## src/rtl/sipo_deserializer_pkg.sv

```systemverilog
// Shared types for the SIPO deserializer: FSM state encoding and counter sizing.
package sipo_pkg;

   localparam logic [1:0] ST_IDLE  = 2'd0;
   localparam logic [1:0] ST_SHIFT = 2'd1;
   localparam logic [1:0] ST_PAR   = 2'd2;

   typedef enum logic [1:0] {
      IDLE  = ST_IDLE,
      SHIFT = ST_SHIFT,
      PAR   = ST_PAR
   } state_t;

   function automatic int cnt_width(input int width);
      return $clog2(width + 1);
   endfunction

endpackage

```

## src/rtl/sipo_deserializer_if.sv

```systemverilog
// Serial input, parallel output handshake and status bundle of the deserializer.
interface sipo_deserializer_if #(
   parameter int WIDTH = 8
);
   logic             d;
   logic             d_valid;
   logic             start;
   logic             q_ready;
   logic [WIDTH-1:0] q;
   logic             q_valid;
   logic             busy;
   logic             overrun;
   logic             parity_err;

   modport master (
      output d, d_valid, start, q_ready,
      input  q, q_valid, busy, overrun, parity_err
   );

   modport slave (
      input  d, d_valid, start, q_ready,
      output q, q_valid, busy, overrun, parity_err
   );
endinterface

```

## src/rtl/sipo_deserializer_out_slot.sv

```systemverilog
// Output word register with valid/ready handshake and sticky overrun flag.
module sipo_out_slot #(
   parameter int WIDTH = 8
) (
   input  logic             clk,
   input  logic             rst,
   input  logic             load,
   input  logic [WIDTH-1:0] word,
   input  logic             perr,
   input  logic             q_ready,
   output logic [WIDTH-1:0] q,
   output logic             q_valid,
   output logic             overrun,
   output logic             parity_err
);

   logic slot_free;

   // a held word handed off this cycle frees the slot for a same-edge reload
   assign slot_free = !q_valid || q_ready;

   always_ff @(posedge clk) begin
      if (rst) begin
         q          <= '0;
         q_valid    <= 1'b0;
         overrun    <= 1'b0;
         parity_err <= 1'b0;
      end else if (load) begin
         if (slot_free) begin
            q          <= word;
            parity_err <= perr;
            q_valid    <= 1'b1;
         end else begin
            overrun    <= 1'b1;
         end
      end else if (q_valid && q_ready) begin
         q_valid <= 1'b0;
      end
   end

endmodule

```

## src/rtl/sipo_deserializer.sv

```systemverilog
// MSB-first serial-to-parallel deserializer; define PARITY_CHECK_EN to expect a
// trailing even-parity bit per frame and report parity_err with each word.
module sipo_deserializer
   import sipo_pkg::*;
#(
   parameter int WIDTH = 8
) (
   input logic               clk,
   input logic               rst,
   sipo_deserializer_if.slave bus
);

   localparam int CNT_W = cnt_width(WIDTH);
   localparam logic [CNT_W-1:0] CNT_LAST = CNT_W'(WIDTH - 1);

   state_t           state, state_nxt;
   logic [WIDTH-1:0] shreg;
   logic [CNT_W-1:0] cnt;
   logic             restart;
   logic             last_data;
   logic             done;
   logic [WIDTH-1:0] word;
   logic             perr;

   assign restart   = bus.d_valid && bus.start;
   assign last_data = bus.d_valid && !bus.start && (state == SHIFT) && (cnt == CNT_LAST);

   always_ff @(posedge clk) begin
      if (rst) state <= IDLE;
      else     state <= state_nxt;
   end

   always_comb begin
      state_nxt = state;
      case (state)
         IDLE:    if (restart) state_nxt = SHIFT;
`ifdef PARITY_CHECK_EN
         SHIFT:   if (last_data) state_nxt = PAR;
         PAR:     if (restart) state_nxt = SHIFT;
                  else if (bus.d_valid) state_nxt = IDLE;
`else
         SHIFT:   if (last_data) state_nxt = IDLE;
`endif
         default: state_nxt = IDLE;
      endcase
   end

   always_comb begin
      bus.busy = (state != IDLE);
`ifdef PARITY_CHECK_EN
      done = (state == PAR) && bus.d_valid && !bus.start;
      word = shreg;
      perr = ^{shreg, bus.d};
`else
      done = last_data;
      word = {shreg[WIDTH-2:0], bus.d};
      perr = 1'b0;
`endif
   end

   // restart has priority in every state, so a start bit always becomes the MSB
   always_ff @(posedge clk) begin
      if (rst) begin
         shreg <= '0;
         cnt   <= '0;
      end else if (restart) begin
         shreg <= {shreg[WIDTH-2:0], bus.d};
         cnt   <= CNT_W'(1);
      end else if (done) begin
         cnt   <= '0;
      end else if (bus.d_valid && (state == SHIFT)) begin
         shreg <= {shreg[WIDTH-2:0], bus.d};
         cnt   <= cnt + 1'b1;
      end
   end

   sipo_out_slot #(
      .WIDTH(WIDTH)
   ) u_slot (
      .clk        (clk),
      .rst        (rst),
      .load       (done),
      .word       (word),
      .perr       (perr),
      .q_ready    (bus.q_ready),
      .q          (bus.q),
      .q_valid    (bus.q_valid),
      .overrun    (bus.overrun),
      .parity_err (bus.parity_err)
   );

endmodule

```

## src/flat_wrapper.sv

```systemverilog
// flat-port wrapper written by rule: the top's interface ports become plain ports
module sipo_deserializer_flat import sipo_pkg::*;
#(
   parameter int WIDTH = 8
)
  (clk, rst, bus_d, bus_d_valid, bus_start, bus_q_ready, bus_q, bus_q_valid, bus_busy, bus_overrun, bus_parity_err);
  sipo_deserializer_if #(.WIDTH(WIDTH)) bus_i ();
  input logic clk;
  input logic rst;
  input wire logic [$bits(bus_i.d)-1:0] bus_d;
  input wire logic [$bits(bus_i.d_valid)-1:0] bus_d_valid;
  input wire logic [$bits(bus_i.start)-1:0] bus_start;
  input wire logic [$bits(bus_i.q_ready)-1:0] bus_q_ready;
  output wire logic [$bits(bus_i.q)-1:0] bus_q;
  output wire logic [$bits(bus_i.q_valid)-1:0] bus_q_valid;
  output wire logic [$bits(bus_i.busy)-1:0] bus_busy;
  output wire logic [$bits(bus_i.overrun)-1:0] bus_overrun;
  output wire logic [$bits(bus_i.parity_err)-1:0] bus_parity_err;
  assign bus_i.d = bus_d;
  assign bus_i.d_valid = bus_d_valid;
  assign bus_i.start = bus_start;
  assign bus_i.q_ready = bus_q_ready;
  assign bus_q = bus_i.q;
  assign bus_q_valid = bus_i.q_valid;
  assign bus_busy = bus_i.busy;
  assign bus_overrun = bus_i.overrun;
  assign bus_parity_err = bus_i.parity_err;
  sipo_deserializer #(.WIDTH(WIDTH)) u_core (.clk(clk), .rst(rst), .bus(bus_i));
endmodule
```

## config.mk

```make
export PLATFORM = sky130hd
export DESIGN_NAME = sipo_deserializer_flat
export DESIGN_NICKNAME = d
export VERILOG_FILES = /design/src/rtl/sipo_deserializer_pkg.sv /design/src/rtl/sipo_deserializer_if.sv /design/src/rtl/sipo_deserializer_out_slot.sv /design/src/rtl/sipo_deserializer.sv /design/src/flat_wrapper.sv
export SDC_FILE = /design/constraint.sdc
export NUM_CORES = 1
export LEC_CHECK = 0
export ABC_CLOCK_PERIOD_IN_PS = 1680
export CELL_PAD_IN_SITES_DETAIL_PLACEMENT = 1
export CELL_PAD_IN_SITES_GLOBAL_PLACEMENT = 2
export CORE_MARGIN = 4
export CORE_UTILIZATION = 31
export DETAILED_ROUTE_END_ITERATION = 7
export PLACE_DENSITY_LB_ADDON = 0.12
export SYNTH_ARGS = -nofsm -noshare
export SYNTH_HDL_FRONTEND = slang
export SYNTH_SLANG_ARGS = --single-unit
```

## constraint.sdc

```tcl
create_clock -name clk -period 1.68 [get_ports clk]
set_input_delay 0.336 -clock clk [delete_from_list [all_inputs] [get_ports clk]]
set_output_delay 0.336 -clock clk [all_outputs]
set_load 0.05 [all_outputs]
```

======== After elaboration in Yosys (flattened, before gate mapping) ========
Index checks and enable logic that the tools add are counted.
word-level totals
  word-level logic and storage cells ...... 47
  register bits ........................... 23
  input port bits ......................... 6
operators by class
  add/sub/neg operators ................... 1
  reduce and logical (&&, ||, !) cells .... 20
  equal/unequal tests ..................... 6
  bitwise logic cells ..................... 1
  mux-type cells .......................... 12
operators by type and width
  cell                                                                     count
  7-bit 2-to-1 mux                                                         3
  2-bit AND reduction                                                      5
  1-bit logical AND                                                        6
  1-bit 2-to-1 mux                                                         6
  2-bit by 1-bit inequality test with 1-bit output, second input constant  3
  2-bit nonzero test                                                       3
  4-bit by 1-bit adder with 4-bit output, second input constant            1
  4-bit by 3-bit equality test with 1-bit output, second input constant    1
  2-bit 2-to-1 mux                                                         2
  2-bit one-hot mux with 2 select lines                                    1
  3-bit nonzero test                                                       1
  3-bit OR reduction                                                       1
  2-bit by 1-bit equality test with 1-bit output, second input constant    1
  1-bit zero test                                                          2
  2-bit zero test                                                          1
  2-bit inequality test, second input constant                             1
  1-bit logical OR                                                         1
  1-bit NOT                                                                1

======== Logic depth before layout (Yosys ltp) ========
  word-level depth ........................ 6
  gate-level depth with buffers ........... 5

======== Modules after synthesis ========
Synthesis repeated with hierarchy kept, for this count alone.
unflattened totals
  cells, all modules ...................... 108
  area, all modules ....................... 992.2 um^2
modules (own cells, without submodules)
  module             times used  area an instance (um^2)  seq. area each (um^2)  cells an instance
  sipo_deserializer  1           511.7                    240.2                  61
  sipo_out_slot      1           480.5                    220.2                  47

======== Worst setup path before layout ========
Ideal clock, no wire load.
  path type ............................... register -> register
  start ................................... reg u_core.state[0]
  end ..................................... reg u_core.cnt[3]
  setup slack ............................. -0.004 ns
  data arrival time ....................... 1.581 ns
  cell stages (with the launch flop) ...... 4
  data required time ...................... 1.577 ns
  setup time .............................. 0.103 ns
  cell sequence ........................... dfxtp_1 nand2_4 or3_1 a2111oi_2
on the way
  longest elaborated chain between the ends .. 4
ends and longest elaborated chain
  what                                                RTL line                                          source
  from (decl)                                         sipo_deserializer.sv:16                           state_t state, state_nxt;
  from (signal assigned)                              sipo_deserializer.sv:30                           else state <= state_nxt;
  2-bit by 1-bit equality test with 1-bit output (*)  sipo_deserializer.sv:26, sipo_deserializer.sv:71
  1-bit logical AND (2 in a row)                      sipo_deserializer.sv:26                           assign last_data = bus.d_valid && !bus.start && (state == SHIFT) && (cnt == CNT_LAST);
  3-bit OR reduction (no source line)                 --
  to (signal assigned)                                sipo_deserializer.sv:73                           cnt <= cnt + 1'b1;
  to (decl)                                           sipo_deserializer.sv:18                           logic [CNT_W-1:0] cnt;
Mark *: on every way between the ends. The rest lies on a longest branch, timed or not.
A chain may end at the register's enable or synchronous reset.

======== Worst setup path after layout ========
  start ................................... reg u_core.cnt[0]
  end ..................................... reg u_core.u_slot.q[3]
on the way
  longest elaborated chain between the ends .. 3
ends and longest elaborated chain
  what                                            RTL line                          source
  4-bit by 3-bit equality test with 1-bit output  sipo_deserializer.sv:26
  1-bit logical AND                               sipo_deserializer.sv:26
  2-bit AND reduction (no source line)            --
  to (signal assigned)                            sipo_deserializer_out_slot.sv:30  q <= word;
  to (decl)                                       sipo_deserializer_out_slot.sv:11  output logic [WIDTH-1:0] q,
Every way passes these cells.

==> run metrics <==
Yosys cell types=26; total number of cells along the worst setup path=5; H-tree depth=1; clock network fraction of design power=40.4%; total congestion overflow=0; dominant cell type by area after synthesis=dfxtp_1; via/cell ratio=4.688; Reg-to-Reg Start=u_core.cnt[0]; die area=~0.004 mm²; DP Worst Slack=-0.1169 ns; hpwl dp=about 1700 µm; Clock transition at path regs=0.13 ns; CTS Buf Count=3; Synth Area in XOR/XNOR=0.9009%; root buf cell=clkbuf_4; mapped cell area=972.2 µm²; post-CTS setup buffers=0; post-synthesis adder-cell area fraction=around 1.3%; diodes inserted=0; TritonCTS clock tree=yes; switching share of power=~22%; Synth Area per Inst=between 9 and 10 µm²; IO buf count=16; Nets=134; largest net degree at the start of global routing=20; FF-to-FF setup slack=between 0.15 and 0.2 ns; clock latency on the worst-skew pair=0.31 ns; Detail Route Antenna Nets=0; status=complete, no violations; # rows=20; Yosys warning count=0; Worst Skew=0.002135 ns; placed cell areas=0.001222 mm²; Worst Hold Path Cells=2; layout cell share with drive strength beyond 1=26.19%; io pins=18; R2R cell count=5; Synth top area share=45.30%; Area Growth Syn to Fin=31.15%; Seq/Total Area, Yosys=a little under half; first-pass GRT wire length=3795 µm; Worst Setup Start Kind=flop; LEAKAGE=about 0.46 nW; Cells after Synth=101; RSZ-0062 raised after global routing=false; Crit path max-delay family=simple AND/OR/NAND/NOR gates; Final Critical Period=1.494 ns; via count=797; Hold Crit Class=reg2reg; crit path to=u_core.u_slot.q[3]; setup slack after layout=0.1864 ns; DR iter-0 viols=42; # clock sinks=22; Worst setup EP type=flop; number of global-route vias before repair=802; crit path cell chain=ha_1, nand4bb_1, nor3_4, buf_12, mux2i_1; Longest Clk Path Bufs=2; Hold Fails Final Rpt=0; fin crit share=88.90%; Logic pwr share=7.8%; cell-internal power=0.0008069 W; critical path class=reg2reg; MaxCap Viol Count=0; sequential cell fraction of total power=about half; Resized Gates After CTS=0; starting density of the core=32.11%; Synth Area in Simple Gates=between 20% and 30%; cell area after layout=0.001275 mm²; CP Launch Point=u_core.cnt[0]; initial antenna violation count=0; crit path max fanout=8; TritonRoute pass-1 iters=4; wire per inst=13.41 µm; Die Span Y=64 µm; Yosys reg bits=22; power density over the cells=about 810 mW/mm²; fillcell total=between 300 and 400; Slowest cell on crit path=dfxtp_1; top cells by area, synth=dfxtp_1, nand2b_1, mux2i_1; Worst EP arrival=roughly 1.8 ns; Syn Nets=108; Final Power=0.001035 W; detailed-route DRC error count=0; core area=about 0.003 mm²; final slew viol count=0; GRT Resource Usage Total=between 10% and 20%; DIE WIDTH=~64 µm; final setup vio count=0; Req. time, crit path=1.94 ns; Worst VDD drop=0.2732 mV; drt total wl=2279 µm; slowest stage delay, CP=approximately 0.40 ns; placer congestion estimate=0.7743; fmax=0.6695 GHz; number of buffers and inverters on the critical path=1; hold buffer count at CTS=0; R2R Path End=u_core.u_slot.q[3]; compound-cell area share of the yosys netlist=13.51%; mux share of post-synthesis cell area=a little under a tenth; largest family of logic cells by synthesized area=simple AND/OR/NAND/NOR gates; Sw Pwr=0.0002278 W; most frequent cells in the layout=buf_4, dfxtp_1, nand2b_1
-- layout make-up --
type / instances / area (µm²) / area share, %
timing repair buffer: 27 / 227.7 / 17.86
multi-input combinational: 73 / 498.0 / 39.06
clock buffer: 3 / 22.52 / 1.766
sequential: 22 / 441.7 / 34.64
tap: 44 / 55.05 / 4.318
clock inverter: 1 / 30.03 / 2.355
-- metal layers --
metal  wire length (µm)  vias to the layer above  GRT usage [%]
met5                  0                        -              0
met4                 18                        0          5.660
met3                129                        2          3.339
met2                913                       13          16.39
met1               1218                      379          16.79
li1                   -                      403              -
-- flip-flops by register name, summed over array words and instances (netlist names) --
signal and cells:
u_core.u_slot.q 8, u_core.shreg 7, u_core.cnt 4, u_core.state 1, u_core.u_slot.overrun 1, u_core.u_slot.q_valid 1
-- cell usage after synthesis --
cell	number
conb_1	1
or3_1	2
nor2b_1	1
a41oi_1	1
buf_4	1
nand4bb_1	1
and2_2	1
o21ba_2	1
nor3_1	1
and4bb_2	1
o21a_1	1
o21ai_0	9
nand3_1	9
nor3_4	1
a2111oi_2	1
nand2_4	1
ha_1	1
nand2b_1	16
mux2i_1	9
nor2_1	3
buf_6	1
a21oi_1	9
clkbuf_1	4
dfxtp_1	22
nor4_1	2
xor2_1	1
-- worst min path at each step --
| stage | end | from | slack, ns |
|---|---|---|---|
| 2_1_floorplan | u_core.u_slot.q[7] | u_core.shreg[6] | 0.45 |
| 3_3_place_gp | u_core.u_slot.q[3] | u_core.u_slot.q[3] | 0.46 |
| 3_5_place_dp | u_core.u_slot.overrun | u_core.u_slot.overrun | 0.46 |
| 4_1_cts | u_core.u_slot.q[4] | u_core.u_slot.q[4] | 0.49 |
| 5_1_grt | u_core.u_slot.q[7] | u_core.u_slot.q[7] | 0.51 |
| 6_report | u_core.u_slot.q[2] | u_core.u_slot.q[2] | 0.48 |
-- cells by family (layout without fill, tap and decap cells) --
family / Yosys count / after routing
AO/OA/AOI/OAI: 22 / 22
XOR/XNOR: 1 / 1
adder cells (fa/ha/maj): 1 / 1
buffers and inverters: 6 / 31
flip-flops: 22 / 22
multiplexers: 9 / 9
other: 1 / 1
AND/OR/NAND/NOR: 39 / 39
-- per-stage QoR --
stage                     std cells  setup TNS [ns]  hold slack (ns)  util [%]
after global routing            170               0           0.5103     42.11
after CTS                       170               0           0.4875     42.11
after floorplan                 101               0           0.4479         -
final                           170               0           0.4830     42.11
after global placement          166         -0.4289           0.4616     40.37
after detailed placement        166         -0.9816           0.4636     40.37
-- power by group through the flow --
stage / logic (W) / clock network (W) / registers [W]
final: 0.0000811 / 0.000418 / 0.000536
after global routing: 0.0000878 / 0.000448 / 0.000538
after CTS: 0.0000820 / 0.000426 / 0.000536
after detailed placement: 0.0000820 / 0 / 0.000548
after global placement: 0.0000793 / 0 / 0.000547
after floorplan: 0.0000406 / 0 / 0.000551
-- worst reg2reg max path: cells and delay by family (launching register included) --
family / cells / cell delay [ns]
simple gates: 2 / 0.49
flops: 1 / 0.40
fa+ha+maj: 1 / 0.20
mux: 1 / 0.17
buf+inv: 1 / 0.16
No activity file was read; power rests on OpenSTA's default activity.
